`src/rtl/uart_report_enc.sv`:
```
// uart_report_enc
//   Formats a captured time stamp as the ASCII report "HH:MM:SS.CC", with an
//   optional CR LF, and streams it one byte per cycle into a TX FIFO.
//
// Ports
//   clk        system clock, rising edge
//   rst        asynchronous reset, active low
//   req        one-cycle report request (only honoured while idle)
//   hour       hours, binary (5 bits)
//   min        minutes, binary (6 bits)
//   sec        seconds, binary (6 bits)
//   csec       centiseconds, binary (7 bits)
//   fifo_full  TX FIFO full; stalls the stream while high
//   push       FIFO push strobe, one byte per cycle while high
//   push_data  ASCII byte presented with push
//   busy       a report is in progress (SEND or FIN)
//   done       one-cycle pulse on the cycle after the last byte is pushed
module uart_report_enc #(
  parameter int SEND_CRLF = 1
) (
  input  logic       clk,
  input  logic       rst,
  input  logic       req,
  input  logic [4:0] hour,
  input  logic [5:0] min,
  input  logic [5:0] sec,
  input  logic [6:0] csec,
  input  logic       fifo_full,
  output logic       push,
  output logic [7:0] push_data,
  output logic       busy,
  output logic       done
);

  typedef enum logic [1:0] {IDLE, SEND, FIN} state_t;

  // Index of the final byte: 13-byte report with CR LF, 11 bytes without.
  localparam logic [3:0] LAST_IDX = (SEND_CRLF != 0) ? 4'd12 : 4'd10;

  state_t     state_reg, state_next;
  logic [3:0] idx_reg, idx_next;
  logic [4:0] hour_reg;
  logic [5:0] min_reg;
  logic [5:0] sec_reg;
  logic [6:0] csec_reg;
  logic       capture;
  logic [7:0] byte_sel;

  // Two ASCII decimal digits, tens first. Anything above 99 saturates to "99";
  // only csec can actually get there.
  function automatic logic [15:0] two_digits(input logic [6:0] v);
    logic [6:0] c;
    c = (v > 7'd99) ? 7'd99 : v;
    return {8'h30 + 8'(c / 7'd10), 8'h30 + 8'(c % 7'd10)};
  endfunction

  logic [15:0] hh_asc, mm_asc, ss_asc, cc_asc;
  assign hh_asc = two_digits({2'b00, hour_reg});
  assign mm_asc = two_digits({1'b0, min_reg});
  assign ss_asc = two_digits({1'b0, sec_reg});
  assign cc_asc = two_digits(csec_reg);

  // Byte at the current index, always taken from the snapshot.
  always_comb begin
    byte_sel = 8'h00;
    case (idx_reg)
      4'd0:    byte_sel = hh_asc[15:8];
      4'd1:    byte_sel = hh_asc[7:0];
      4'd2:    byte_sel = 8'h3A;          // ':'
      4'd3:    byte_sel = mm_asc[15:8];
      4'd4:    byte_sel = mm_asc[7:0];
      4'd5:    byte_sel = 8'h3A;          // ':'
      4'd6:    byte_sel = ss_asc[15:8];
      4'd7:    byte_sel = ss_asc[7:0];
      4'd8:    byte_sel = 8'h2E;          // '.'
      4'd9:    byte_sel = cc_asc[15:8];
      4'd10:   byte_sel = cc_asc[7:0];
      4'd11:   byte_sel = 8'h0D;          // CR
      4'd12:   byte_sel = 8'h0A;          // LF
      default: byte_sel = 8'h00;
    endcase
  end

  // Next-state and output logic. push follows fifo_full combinationally so a
  // full FIFO stalls the stream in the same cycle it is raised.
  always_comb begin
    state_next = state_reg;
    idx_next   = idx_reg;
    capture    = 1'b0;
    push       = 1'b0;
    push_data  = 8'h00;
    busy       = 1'b0;
    done       = 1'b0;
    case (state_reg)
      IDLE: begin
        if (req) begin
          capture    = 1'b1;
          idx_next   = 4'd0;
          state_next = SEND;
        end
      end
      SEND: begin
        busy      = 1'b1;
        push      = !fifo_full;
        push_data = byte_sel;
        if (!fifo_full) begin
          if (idx_reg == LAST_IDX) state_next = FIN;
          else                     idx_next   = idx_reg + 4'd1;
        end
      end
      FIN: begin
        busy       = 1'b1;
        done       = 1'b1;
        state_next = IDLE;
      end
      default: state_next = IDLE;
    endcase
  end

  always_ff @(posedge clk or negedge rst) begin
    if (!rst) begin
      state_reg <= IDLE;
      idx_reg   <= 4'd0;
      hour_reg  <= 5'd0;
      min_reg   <= 6'd0;
      sec_reg   <= 6'd0;
      csec_reg  <= 7'd0;
    end else begin
      state_reg <= state_next;
      idx_reg   <= idx_next;
      if (capture) begin
        hour_reg <= hour;
        min_reg  <= min;
        sec_reg  <= sec;
        csec_reg <= csec;
      end
    end
  end

endmodule
```
`config.mk`:
```
export PLATFORM = sky130hd
export DESIGN_NAME = uart_report_enc
export DESIGN_NICKNAME = d
export VERILOG_FILES = /design/src/rtl/uart_report_enc.sv
export SDC_FILE = /design/constraint.sdc
export NUM_CORES = 1
export LEC_CHECK = 0
export BUFFER_PORTS_ARGS = -buffer_cell sky130_fd_sc_hd__buf_2
export CAP_MARGIN = 10
export CORE_ASPECT_RATIO = 1.1
export CORE_MARGIN = 1
export CORE_UTILIZATION = 55
export DETAILED_ROUTE_END_ITERATION = 7
export PLACE_DENSITY = 0.78
export SLEW_MARGIN = 20
export SYNTH_ARGS = -nofsm -noshare
export SYNTH_HDL_FRONTEND = slang
export SYNTH_SLANG_ARGS = --single-unit
export TNS_END_PERCENT = 100
```
`constraint.sdc`:
```
create_clock -name clk -period 4.9 [get_ports clk]
set_input_delay 0.735 -clock clk [delete_from_list [all_inputs] [get_ports clk]]
set_output_delay 0.735 -clock clk [all_outputs]
set_load 0.1 [all_outputs]
```
# Word level (Yosys, flattened, before mapping)
# Cells that the tools add are included.
[totals]
ff_bits = 30
latch_bits = 0
ramBits = 0
mem_bits_ro = 0
wordCells = 70
memories = 0
[classes]
addsub = 9
mul = 0
div = 8
magnitude_cmp = 3
n_eq_ne = 18
shift = 0
muxes = 18
n_bitwise = 0
n_reduce_logical = 8
[op_table]
columns = ["op", "n"]
rows = [
  ["one-hot mux 8 bit (12 select lines)", 1],
  ["adder 6 x 8 -> 8 bit, first input constant", 8],
  ["divider 7 x 4 -> 8 bit, second input constant", 3],
  ["remainder unit 7 x 4 -> 8 bit, second input constant", 3],
  ["two-way mux 7 bit", 3],
  ["== test 4 bit, second input constant", 5],
  ["== test 4 x 3 -> 1 bit, second input constant", 4],
  ["> comparator 6 x 7 -> 1 bit, second input constant", 2],
  ["two-way mux 4 bit", 3],
  ["divider 5 x 4 -> 8 bit, second input constant", 1],
  ["== test 4 x 2 -> 1 bit, second input constant", 2],
  ["remainder unit 5 x 4 -> 8 bit, second input constant", 1],
  ["two-way mux 8 bit", 1],
  ["inequality test 2 bit, second input constant", 4],
  ["one-hot mux 4 bit (2 select lines)", 1],
  ["> comparator 7 bit, second input constant", 1],
  ["two-way mux 2 bit", 3],
  ["two-way mux 1 bit", 5],
  ["adder 4 x 1 -> 4 bit, second input constant", 1],
  ["== test 4 x 1 -> 1 bit, second input constant", 1],
  ["logical NOT 4 bit", 1],
  ["one-hot mux 2 bit (2 select lines)", 1],
  ["AND reduction 4 bit", 1],
  ["OR reduction 2 bit", 2],
  ["6 further kinds", 6],
]

# Depth between registers and ports, before layout
[depth]
depth_word = 6
depth_mapped = 22

# Worst setup path after synthesis
# No wires, ideal clock.
[synth_path]
kind = "register -> output"
from = "register csec_reg[6]"
to = "output port push_data[7]"
t_arrival_ns = 5.578
setup_slack_ns = -1.413
stages_incl_launch_ff = 23
path_buffers = 1
cell_sequence = "dfrtp_1 -> buf_4 -> nand2_1 -> and2_1 -> ha_1 -> nor4b_2 -> and2_1 -> a21oi_1 -> ha_1 -> a311oi_4 -> nor3_2 -> o2bb2ai_2 -> or3_4 -> nor2_1 -> a21oi_1 -> ha_1 -> nand2b_1 -> a21oi_1 -> o31ai_1 -> a211oi_1 -> nor2_1 -> a21oi_1 -> mux2i_1"
[synth_via]
elab_chain_len = 6
elab_cells_between_ends = 8
classes_between = "2 x add/sub; 2 x div; 1 x order compare; 3 x mux"
[synth_lines]
columns = ["element", "line", "source"]
rows = [
  ["from (decl)", "45", "logic [6:0] csec_reg;"],
  ["from (signal assigned)", "135", "csec_reg <= csec;"],
  ["> comparator 7 bit", "53", "c = (v > 7'd99) ? 7'd99 : v;"],
  ["two-way mux 7 bit (*)", "53", ""],
  ["remainder unit 7 x 4 -> 8 bit or divider 7 x 4 -> 8 bit (tied branches)", "54", "return {8'h30 + 8'(c / 7'd10), 8'h30 + 8'(c % 7'd10)};"],
  ["adder 6 x 8 -> 8 bit", "54", ""],
  ["one-hot mux 8 bit (12 select lines) (*)", "66", "case (idx_reg)"],
  ["two-way mux 8 bit (*)", "94", "case (state_reg)"],
  ["to (decl)", "30", "output logic [7:0] push_data,"],
]
# Mark *: on every way between the ends. The rest lies on a longest branch, timed or not.

# Worst setup path in the final report
[layout_path]
from = "register csec_reg[5]"
to = "output port push_data[7]"
# Same word-level chain as after synthesis.

==> run metrics <==
Post-Route WL=between 9000 and 10000 µm; crit path time final=5.10 ns; CTS root buf=clkbuf_8; Multi-input gate area=2950 µm²; max-slew violation count=0; failing checks=setup timing; endpoints failing setup=3; mux share of post-synthesis cell area=0.112; Residual DRC=0; WP data required=4.16 ns; crit-path max FO=4; largest family of logic cells by synthesized area=compound AO/OA/AOI/OAI gates; skew final=0.00795 ns; Setup crit end kind=primary output; row cnt=30; Filler cells=528; Routed wire per std cell=16.2 µm; Synth top area share=0.205; Max Cap Viol=0; arrival time worst endpoint=~4.4 ns; Worst Hold Class=in -> async; adder-cell share of the synthesized area=0.0716; Syn Nets=between 500 and 600; gr usage total=0.284; Pre-antenna DRT Iters=7; EDFF count, synth=0; fin nets=556; CTS H-tree lvls=2; die height=87.5 µm; RePlAce Congestion=1.02; final antenna-violating net count=0; most common cell after layout, fill and taps aside=nand2_1; run status=finished with violations; Initial Util=0.579; CP Class=reg -> out; async set-reset flop share out of synthesis=1.00; initial antenna violation count=0; sum of negative setup slack=-0.541 ns; number of port buffers=38; largest net degree at the start of global routing=31; Synth Area in Compound Gates=0.283; Clock Path Buffers=2; vias in the first global route=3399; Die W=between 70 and 80 µm; commonest non-fill, non-tap cells in the layout=34 x nand2_1, 32 x nor2_1, 30 x a21oi_1, 30 x buf_2, 29 x dfrtp_1; CP startpoint kind=flip-flop; DRT iter0 DRCs=237; register area share after synthesis=0.205; RSZ-0062 raised after global routing=true; cells after synthesis=461; main flop type after synthesis=dfrtp_1; IO Pins=39; Final Hold Fails=0; Area growth, synth to finish=22.4%; Final WS setup=-0.195 ns; Synthesis Warnings=0; hpwl dp=7380 µm; post-synthesis simple-gate area fraction=0.241; Post-Syn Area=3650 µm²; Syn Area/Cell=7.93 µm²; CORE AREA=between 6000 and 7000 µm²; ant diodes=0; flops & latches, synth=30; gr ovfl total=0; via count=3777; top post-synthesis cells by area=dfrtp_1 21%, mux2_2 7.7%, ha_1 6.8%; die footprint=roughly 7000 µm²; leading area contributor after synthesis=dfrtp_1; CTS tree=yes; Netlist cell types=82; Slew headroom=0.326; Fmax=196 MHz; Post-Synth XOR/XNOR Area=0.0336; hold_buf cts=0; vias per cell=roughly 6.4; layout cell share with drive strength beyond 1=0.295; Worst Tran Pin Value=1.01 ns; max reg flops=7; worst-skew pair later-pin latency=0.28 ns; part of the cycle the worst path needs=1.04; clock slew at reported path FFs=0.07 ns; global-route wire length before repair=15900 µm; Seq. cell area=752 µm²; clock sinks=30; CTS Buf Count=5
==> worst max-delay path: stages (launching register included) <==
cell and delay, ns:
dfrtp_2 0.44, nand2_4 0.08, and2_4 0.15, ha_4 0.14
nor4b_4 0.20, and2_4 0.20, a21oi_4 0.06, ha_4 0.18
a311oi_4 0.27, nor3_4 0.08, o2bb2ai_2 0.14, or3_4 0.36
nor2_4 0.09, a21oi_2 0.06, ha_2 0.20, nand2b_4 0.13
a21oi_2 0.16, o31ai_2 0.09, a221o_1 0.40, nor2_4 0.17
a21oi_4 0.09, mux2i_4 0.21, buf_12 0.20
==> layer usage <==
layer | GRT usage | up-vias | share of wire
li1 | - | 1826 | -
met1 | 0.392 | 1786 | 0.44
met2 | 0.473 | 149 | 0.49
met3 | 0.0283 | 16 | 0.059
met4 | 0.0727 | 0 | 0.015
met5 | 0 | - | 0
==> cells by family after synthesis <==
group / count (synthesis)
XOR/XNOR: 14
adder cells (fa/ha/maj): 21
AO/OA/AOI/OAI: 148
AND/OR/NAND/NOR: 166
buffers and inverters: 45
multiplexers: 37
flip-flops: 30
==> cells in the mapped netlist (all sizes together), types with 3 or more instances <==
library cell / n
a2111oi: 3
a211oi: 6
a21o: 6
a21oi: 37
a221o: 3
a221oi: 5
a311oi: 4
and2: 8
and3: 4
buf: 10
clkbuf: 11
dfrtp: 30
ha: 20
inv: 24
mux2: 26
mux2i: 11
nand2: 36
nand2b: 7
nand3: 15
nand4: 5
nor2: 38
nor2b: 12
nor3: 15
nor3b: 6
nor4: 5
o211ai: 8
o21a: 5
o21ai: 33
o221ai: 3
o22ai: 4
o31ai: 5
or2: 4
or3: 3
xnor2: 12
==> timing repair <==
action | in CTS | in global routing
cloned | 0 | 0
buffers inserted | 2 | 3
gates resized for setup | 4 | 21
endpoints found under the setup margin | 5 | 7
pin swaps | 13 | 11
==> final cells by class <==
class,count,area share
Multi-Input combinational cell,386,0.661
Clock buffer,7,0.0193
Timing Repair Buffer,61,0.108
Sequential cell,30,0.168
Tap cell,80,0.0224
Clock inverter,1,0.00112
Inverter,24,0.0202
==> metrics by stage <==
step	std cells	area (µm²)	hold slack, ns	utilization	setup WS [ns]
6_report	589	4470	0.481	0.709	-0.195
5_1_grt	589	4470	0.546	0.709	-0.426
4_1_cts	586	4340	0.497	0.689	-0.169
3_5_place_dp	576	4230	0.516	0.670	-0.0241
3_3_place_gp	576	4230	0.515	0.670	0.0975
2_1_floorplan	461	3800	0.439	-	-0.313
==> final timing paths <==
kind,from,end,slack (ns),cells after the start
setup / recovery,csec_reg[5]$_DFFE_PN0P_,push_data[7],-0.20,22
hold / removal,rst,min_reg[5]$_DFFE_PN0P_,0.48,1
setup reg to reg,idx_reg[0]$_DFFE_PN0P_,idx_reg[3]$_DFFE_PN0P_,2.92,8
hold reg to reg,hour_reg[0]$_DFFE_PN0P_,hour_reg[0]$_DFFE_PN0P_,0.53,1
max in group asynchronous,rst,csec_reg[5]$_DFFE_PN0P_,3.96,1
min in group clk,hour_reg[0]$_DFFE_PN0P_,hour_reg[0]$_DFFE_PN0P_,0.53,1
Power is left out: the tool's default activity adds up to more than one toggle a clock period on the data nets, which glitch-free logic cannot reach.
